[config.mk]
export PLATFORM = sky130hd
export DESIGN_NAME = ram_arbiter_flat
export DESIGN_NICKNAME = d
export VERILOG_FILES = /design/src/rtl/cpu_types_pkg.sv /design/src/rtl/ram_arbiter_if.sv /design/src/rtl/ram_arbiter_rr_picker.sv /design/src/rtl/ram_arbiter.sv /design/src/flat_wrapper.sv
export SDC_FILE = /design/constraint.sdc
export NUM_CORES = 1
export LEC_CHECK = 0
export BUFFER_PORTS_ARGS = -buffer_cell sky130_fd_sc_hd__buf_2
export CORE_AREA = 3 3 198 200
export DETAILED_ROUTE_END_ITERATION = 12
export DIE_AREA = 0 0 201 203
export PLACE_DENSITY = 0.35
export SLEW_MARGIN = 20
export SYNTH_ARGS = -nofsm -noshare
export SYNTH_HDL_FRONTEND = slang
export SYNTH_SLANG_ARGS = --single-unit
[constraint.sdc]
create_clock -name CLK -period 5.4 [get_ports CLK]
set_input_delay 1.62 -clock CLK [delete_from_list [all_inputs] [get_ports CLK]]
set_output_delay 1.62 -clock CLK [all_outputs]
set_load 0.02 [all_outputs]
[src/rtl/cpu_types_pkg.sv]
// Shared CPU/memory types: word and RAM status, plus the arbiter state enum
// so that debug probes elsewhere can decode arbiter state.
package cpu_types_pkg;

  localparam int unsigned WORD_W = 32;

  typedef logic [WORD_W-1:0] word_t;

  typedef enum logic [1:0] {
    FREE   = 2'd0,
    BUSY   = 2'd1,
    ACCESS = 2'd2,
    ERROR  = 2'd3
  } ramstate_t;

  typedef enum logic [1:0] {
    IDLE  = 2'd0,
    XFER0 = 2'd1,
    XFER1 = 2'd2
  } arb_state_t;

endpackage

[src/rtl/ram_arbiter_if.sv]
// Requester-side and RAM-side signals of the RAM arbiter.
// slave: the arbiter's view. master: requesters plus the RAM model.
interface ram_arbiter_if
  import cpu_types_pkg::*;
#(
  parameter int unsigned NREQ = 4
) ();

  logic  [NREQ-1:0] req;
  logic  [NREQ-1:0] wen;
  logic  [NREQ-1:0] blk;
  word_t [NREQ-1:0] addr;
  word_t [NREQ-1:0] wdata;
  logic  [NREQ-1:0] rwait;
  word_t [NREQ-1:0] rdata;
  logic  [NREQ-1:0] err;
  logic  [NREQ-1:0] gnt;

  word_t     ramaddr;
  word_t     ramstore;
  logic      ramREN;
  logic      ramWEN;
  word_t     ramload;
  ramstate_t ramstate;

  modport slave (
    input  req, wen, blk, addr, wdata, ramload, ramstate,
    output rwait, rdata, err, gnt, ramaddr, ramstore, ramREN, ramWEN
  );

  modport master (
    output req, wen, blk, addr, wdata, ramload, ramstate,
    input  rwait, rdata, err, gnt, ramaddr, ramstore, ramREN, ramWEN
  );

endinterface

[src/rtl/ram_arbiter_rr_picker.sv]
// Combinational round-robin pick: first requester with req high, searching
// ptr+1, ptr+2, ... modulo NREQ. ptr itself is considered last.
module rr_picker #(
  parameter int unsigned NREQ = 4
) (
  input  logic [NREQ-1:0]         req,
  input  logic [$clog2(NREQ)-1:0] ptr,
  output logic [$clog2(NREQ)-1:0] winner,
  output logic                    any
);

  localparam int unsigned IW = $clog2(NREQ);

  int unsigned idx;

  // Scan in rotated order and latch the first hit.
  always_comb begin
    winner = '0;
    any    = 1'b0;
    idx    = 0;
    for (int unsigned i = 1; i <= NREQ; i++) begin
      idx = (32'(ptr) + i) % NREQ;
      if (!any && req[IW'(idx)]) begin
        any    = 1'b1;
        winner = IW'(idx);
      end
    end
  end

endmodule

[src/rtl/ram_arbiter.sv]
// Round-robin arbiter sharing one single-port RAM among NREQ requesters.
// Holds the grant for a whole one- or two-word transfer; aborts on RAM ERROR,
// on timeout, or silently when the owner drops req.
module ram_arbiter
  import cpu_types_pkg::*;
#(
  parameter int unsigned NREQ    = 4,
  parameter int unsigned TIMEOUT = 64
) (
  input logic          CLK,
  input logic          nRST,
  ram_arbiter_if.slave bus
);

  localparam int unsigned IW = $clog2(NREQ);
  localparam int unsigned TW = (TIMEOUT > 1) ? $clog2(TIMEOUT) : 1;

  arb_state_t    state_q, state_d;
  logic [IW-1:0] sel_q, sel_d;
  logic [IW-1:0] ptr_q, ptr_d;
  logic [TW-1:0] tcnt_q, tcnt_d;

  logic [IW-1:0] pick;
  logic          pick_any;

  logic  [NREQ-1:0] rwait;
  logic  [NREQ-1:0] err;
  logic  [NREQ-1:0] gnt;
  word_t [NREQ-1:0] rdata;
  word_t            ramaddr;
  word_t            ramstore;
  logic             ramREN;
  logic             ramWEN;
  logic             own_wen;

  rr_picker #(
    .NREQ (NREQ)
  ) u_picker (
    .req    (bus.req),
    .ptr    (ptr_q),
    .winner (pick),
    .any    (pick_any)
  );

  // Next state and all outputs; outputs are combinational so that an
  // asynchronous reset drops the RAM strobes in the same cycle.
  always_comb begin
    state_d  = state_q;
    sel_d    = sel_q;
    ptr_d    = ptr_q;
    tcnt_d   = tcnt_q;
    rwait    = '1;
    err      = '0;
    gnt      = '0;
    rdata    = '0;
    ramaddr  = '0;
    ramstore = '0;
    ramREN   = 1'b0;
    ramWEN   = 1'b0;
    own_wen  = bus.wen[sel_q];

    unique case (state_q)
      IDLE: begin
        if (pick_any) begin
          sel_d   = pick;
          tcnt_d  = '0;
          state_d = XFER0;
        end
      end

      XFER0, XFER1: begin
        ramaddr      = bus.addr[sel_q];
        ramstore     = own_wen ? bus.wdata[sel_q] : '0;
        ramWEN       = own_wen;
        ramREN       = !own_wen;
        gnt[sel_q]   = 1'b1;
        rdata[sel_q] = bus.ramload;

        if (!bus.req[sel_q]) begin
          state_d = IDLE;
          ptr_d   = sel_q;
        end else if (bus.ramstate == ERROR) begin
          err[sel_q] = 1'b1;
          state_d    = IDLE;
          ptr_d      = sel_q;
        end else if (bus.ramstate == ACCESS) begin
          rwait[sel_q] = 1'b0;
          tcnt_d       = '0;
          if (state_q == XFER0 && bus.blk[sel_q]) begin
            state_d = XFER1;
          end else begin
            state_d = IDLE;
            ptr_d   = sel_q;
          end
        end else if (tcnt_q == TW'(TIMEOUT - 1)) begin
          err[sel_q] = 1'b1;
          state_d    = IDLE;
          ptr_d      = sel_q;
        end else begin
          tcnt_d = tcnt_q + TW'(1);
        end
      end

      default: state_d = IDLE;
    endcase
  end

  // State registers; ptr resets to the last index so requester 0 wins first.
  always_ff @(posedge CLK or negedge nRST) begin
    if (!nRST) begin
      state_q <= IDLE;
      sel_q   <= '0;
      ptr_q   <= IW'(NREQ - 1);
      tcnt_q  <= '0;
    end else begin
      state_q <= state_d;
      sel_q   <= sel_d;
      ptr_q   <= ptr_d;
      tcnt_q  <= tcnt_d;
    end
  end

  assign bus.rwait    = rwait;
  assign bus.err      = err;
  assign bus.gnt      = gnt;
  assign bus.rdata    = rdata;
  assign bus.ramaddr  = ramaddr;
  assign bus.ramstore = ramstore;
  assign bus.ramREN   = ramREN;
  assign bus.ramWEN   = ramWEN;

endmodule

[src/flat_wrapper.sv]
// flat-port wrapper written by rule: the top's interface ports become plain ports
module ram_arbiter_flat import cpu_types_pkg::*;
#(
  parameter int unsigned NREQ    = 4,
  parameter int unsigned TIMEOUT = 64
)
  (CLK, nRST, bus_req, bus_wen, bus_blk, bus_addr, bus_wdata, bus_ramload, bus_ramstate, bus_rwait, bus_rdata, bus_err, bus_gnt, bus_ramaddr, bus_ramstore, bus_ramREN, bus_ramWEN);
  ram_arbiter_if #(.NREQ(NREQ)) bus_i ();
  input logic CLK;
  input logic nRST;
  input wire logic [$bits(bus_i.req)-1:0] bus_req;
  input wire logic [$bits(bus_i.wen)-1:0] bus_wen;
  input wire logic [$bits(bus_i.blk)-1:0] bus_blk;
  input wire logic [$bits(bus_i.addr)-1:0] bus_addr;
  input wire logic [$bits(bus_i.wdata)-1:0] bus_wdata;
  input wire logic [$bits(bus_i.ramload)-1:0] bus_ramload;
  input wire logic [$bits(bus_i.ramstate)-1:0] bus_ramstate;
  output wire logic [$bits(bus_i.rwait)-1:0] bus_rwait;
  output wire logic [$bits(bus_i.rdata)-1:0] bus_rdata;
  output wire logic [$bits(bus_i.err)-1:0] bus_err;
  output wire logic [$bits(bus_i.gnt)-1:0] bus_gnt;
  output wire logic [$bits(bus_i.ramaddr)-1:0] bus_ramaddr;
  output wire logic [$bits(bus_i.ramstore)-1:0] bus_ramstore;
  output wire logic [$bits(bus_i.ramREN)-1:0] bus_ramREN;
  output wire logic [$bits(bus_i.ramWEN)-1:0] bus_ramWEN;
  assign bus_i.req = bus_req;
  assign bus_i.wen = bus_wen;
  assign bus_i.blk = bus_blk;
  assign bus_i.addr = bus_addr;
  assign bus_i.wdata = bus_wdata;
  assign bus_i.ramload = bus_ramload;
  assign bus_i.ramstate = bus_ramstate;
  assign bus_rwait = bus_i.rwait;
  assign bus_rdata = bus_i.rdata;
  assign bus_err = bus_i.err;
  assign bus_gnt = bus_i.gnt;
  assign bus_ramaddr = bus_i.ramaddr;
  assign bus_ramstore = bus_i.ramstore;
  assign bus_ramREN = bus_i.ramREN;
  assign bus_ramWEN = bus_i.ramWEN;
  ram_arbiter #(.NREQ(NREQ), .TIMEOUT(TIMEOUT)) u_core (.CLK(CLK), .nRST(nRST), .bus(bus_i));
endmodule
# Word-level counts from Yosys, hierarchy flattened

Cells that the tools add are included.
W data, S select, Z words.

Mux-type cells: 64
Equal/unequal tests: 12
Reductions and logical operators: 16
$add $sub $neg: 5
Bitwise gates (word level): 2
Order comparisons: 6

Operators by type and width:

| kind                  | number |
|---|---|
| $mux W32              | 6 |
| $and A128 B128 Y128   | 1 |
| $bmux W32 S2          | 2 |
| $mux W128             | 1 |
| $demux W32 S2         | 1 |
| $mux W4               | 10 |
| $mux W2               | 15 |
| $mux W6               | 5 |
| $lt A2 B3 Y1 const B  | 5 |
| $bmux W1 S2           | 7 |
| $mux W1               | 14 |
| $pmux W6 S2           | 1 |
| $ne A4 B4 Y1 const B  | 2 |
| $add A6 B1 Y6 const B | 1 |
| $eq A2 B2 Y1 const B  | 3 |
| $eq A6 B6 Y1 const B  | 1 |
| $logic_and A1 B1 Y1   | 5 |
| $ne A5 B5 Y1 const B  | 1 |
| $reduce_and A5 Y1     | 1 |
| $add A2 B1 Y2 const B | 2 |
| $add A2 B2 Y2 const B | 2 |
| $logic_not A1 Y1      | 4 |
| $ne A2 B1 Y1 const B  | 2 |
| $not A4 Y4            | 1 |
| 11 further kinds      | 12 |

Output and inout bits: 206
Bits in registers: 12
Word-level logic and storage cells: 109

# Logic depth before layout (Yosys ltp)

Word-level depth: 15
Gate-level depth with buffers: 6
Depth with buffers taken out: 6

# Cells and area by module

A second synthesis with hierarchy kept.

Cell total of the unflattened synthesis: 414
Area total of the unflattened synthesis: 3831.2 um^2

Modules (own cells, without submodules):

| module      | times used | cells each | area an instance (um^2) |
|---|---|---|---|
| ram_arbiter | 1          | 400        | 3739.8 |
| rr_picker   | 1          | 14         | 91.3 |

# Least setup slack after synthesis

Ideal clock, no wire load.

Path kind: input -> output
Start: in bus_req[3]
End: out bus_rwait[0]
Path slack: 1.139 ns
Arrival time: 2.641 ns
Stages on the path: 4
Required time: 3.780 ns
Cells stage by stage: mux4_2 -> clkbuf_1 -> and2_1 -> nand2_1

Word-level cells in the longest chain between the ends: 4

RTL lines:

| item                          | RTL line           | text |
|---|---|---|
| start: declaration            | flat_wrapper.sv:11 | `input wire logic [$bits(bus_i.req)-1:0] bus_req;` |
| $bmux W1 S2                   | ram_arbiter.sv:79  | `if (!bus.req[sel_q]) begin` |
| $mux W1 (implied by the code) | ram_arbiter.sv:79  |  |
| $mux W4                       | ram_arbiter.sv:79  |  |
| $mux W4                       | ram_arbiter.sv:62  | `unique case (state_q)` |
| end: declaration              | flat_wrapper.sv:18 | `output wire logic [$bits(bus_i.rwait)-1:0] bus_rwait;` |

No other way between the ends. The select of a mux whose other input is x is not followed.

# Worst setup path after layout

Start: in bus_wen[3]
End: out bus_ramstore[17]

Word-level cells in the longest chain between the ends: 4

RTL lines:

| item                          | RTL line           | text |
|---|---|---|
| start: declaration            | flat_wrapper.sv:12 | `input wire logic [$bits(bus_i.wen)-1:0] bus_wen;` |
| $bmux W1 S2                   | ram_arbiter.sv:60  | `own_wen = bus.wen[sel_q];` |
| $mux W1 (implied by the code) | ram_arbiter.sv:60  |  |
| $mux W32                      | ram_arbiter.sv:73  | `ramstore = own_wen ? bus.wdata[sel_q] : '0;` |
| $mux W32                      | ram_arbiter.sv:62  |  |
| end: declaration              | flat_wrapper.sv:23 | `output wire logic [$bits(bus_i.ramstore)-1:0] bus_ramstore;` |

No other way between the ends. The select of a mux whose other input is x is not followed.

==> flow_summary.yaml <==
run_status:
  status: "finished, final reports clean"
timing:
  maxSlewViolCount: 0
  setup_viol: 0
  rsz0062_at_grt: "no"
  timing.final.ws_setup_ns: 0.7905
  finalHoldViolations: 0
  clock_skew_ns: 0.006428
  finalCriticalPeriod_ns: 4.609
  tns_ns: 0
  slew_headroom_pct: 46.97
  fmax_ghz: 0.2169
  fin_crit_sh_pct: 85.36
  worst_pin_slew_ns: 0.7881
synthesis:
  synth_ff_type: "dfrtp_1"
  yosysSeqAreaShare_pct: 7.992
  ys_seq_elements: 12
  yosys_warnings: 0
  synth.distinct_cells: 43
  async_flop_share_pct: 100.0
  syn_area_um2: 3789
  synth_cells: 408
  syn_area_per_cell_um2: 9.286
  synth_edf_count: 0
  synthesis.nets: 716
layout:
  regArea_um2: 310.3
  multi_input_area_um2: 3279
  layout.cells.non_filler: 1401
  fin_util_pct: 18.63
  final_common_cell: "buf_2"
  final_cell_mix: "buf_2 (509), and2_1 (161), mux4_2 (67)"
  layout-drive-gt1-share_pct: 67.79
  fin_nets: 1197
  nFillCells: 4327
  syn_to_final_growth_pct: 84.78
drt:
  drt.antenna.violating_nets: 0
  dr.first_iter.drc_count: 170
  routed_wl_um: 24060
  wl_per_cell_um: 17.18
  first_pass_iters: 4
  vias: 5265
  route.detailed.drc: 0
  viasPerCell: 3.758
pwr:
  peakVddDrop_mv: 0.1318
  p_total_mw: 3.121
  p_leak_nw: 3.826
  power_density_nw_per_um2: 445.8
cts:
  clock_path_buffers: 2
  worst_skew_pair.late_latency_ns: 0.25
  cts_root_buf: "clkbuf_16"
  cts_hold_buf: 0
  cts_resized: 0
  clkTransAtPathRegs_ns: 0.05
  clock-sinks: 12
  cts_buffers: 3
  tritoncts: "yes"
  post_cts_buffers: 0
  htreeDepth: 1
critical_path:
  rr_worst_depth: 4
  worst_setup_path_end_kind: "primary output"
  start_kind: "input pin"
  worstPathRequired_ns: 3.78
  critical_path_class: "input pin to primary output"
  critPathArrivalTime_ns: 2.99
  r2r_slack_ns: 3.10
  reg2reg_to: "u_core.tcnt_q[1]"
  r2r-start: "u_core.sel_q[0]"
  crit_fanout: 34
placement:
  place.gp.congestion: 0.8545
  io_buffers: 509
  place_ws_ns: 0.8138
  hpwl_um: 20880
  dp_cells: 1395
job:
  max-cap-violations: 0
global_route:
  gr-total-overflow: 0
  track_usage_pct: 10.86
  grt_pass1_wl_um: 34580
  grt_pass1_vias: 5511
  antenna_found_initial: 6
  grt_max_degree: 65
worst_hold_path:
  hold_end: "u_core.tcnt_q[0]"
  min_from: "u_core.tcnt_q[0]"
  min_path_type: "flop to flop"
  hold_depth: 1
floorplan:
  std_cell_rows: 71
  dieArea_um2: 40800
  pin_count: 510
  core-area_um2: 37580
  die_h_um: 203
  die_w_um: 201
  start_util_pct: 10.08
-- cells by family after synthesis --
| kind of cell | after synthesis | share of synthesized area (%) |
|---|---|---|
| adder cells (fa/ha/maj) | 4 | 1.321 |
| AND/OR/NAND/NOR | 243 | 38.71 |
| buffers and inverters | 52 | 5.845 |
| flip-flops | 12 | 7.992 |
| AO/OA/AOI/OAI | 27 | 5.383 |
| multiplexers | 70 | 40.75 |
-- power breakdown --
part	internal, mW	switching (mW)	total [mW]
logic	1.17	1.54	2.71
clock network	0.112	0.0450	0.157
registers	0.128	0.122	0.249
-- cells in the mapped netlist, types with 3 or more instances --
cell      number  share of area (%)
nand2_1       15                1.5
mux4_2        67                 40
dfrtp_1       10                6.6
nand2b_1       3               0.50
clkbuf_1      28                2.8
a21oi_1        6               0.79
nor3_1         3               0.40
o21ai_0        3               0.40
o211ai_1       4               0.79
inv_1         10               0.99
nand3_1        8                1.1
and2_1       161                 27
buf_2          9                1.2
and3_1        38                6.3
ha_1           4                1.3
nor2_1         6               0.59
-- worst max-delay path, stage by stage --
cell and delay (ns):
buf_2 0.10, mux4_2 0.77, and3_1 0.31, buf_2 0.15
-- worst max-delay path by stage --
stage | start | to | cells past startpoint
after floorplan | bus_req[3] | bus_rwait[0] | 4
after global placement | bus_wen[3] | bus_ramstore[24] | 4
after detailed placement | bus_wen[3] | bus_ramstore[14] | 4
after CTS | bus_wen[3] | bus_ramstore[14] | 4
after global routing | bus_wen[3] | bus_ramstore[25] | 4
final | bus_wen[3] | bus_ramstore[17] | 4
-- metal layers --
metal	part of all wire, %	track usage [%]
met1	38	12.20
met2	54	21.61
met3	7.7	2.405
met4	0.52	0.8030
met5	0.042	0
-- registers in the layout, summed over array words and instances (netlist names) --
signal / count
u_core.sel_q: 2
u_core.ptr_q: 2
u_core.tcnt_q: 6
u_core.state_q: 2
-- per-stage QoR --
step                hold slack, ns  area, um2
floorplan                   0.4783       3789
global placement            0.5196       6907
detailed placement          0.5166       6907
CTS                         0.5215       6995
global route                0.5654       7000
finish                      0.5136       7000
-- cell type report --
class,count,share of cell area [%]
clock buffer,4,1.269
sequential,12,4.433
antenna,2,0.07149
multi-input combinational,344,46.85
tap,511,9.133
inverter,10,0.5362
timing repair buffer,518,37.71
(Power assumes the default switching activity.)
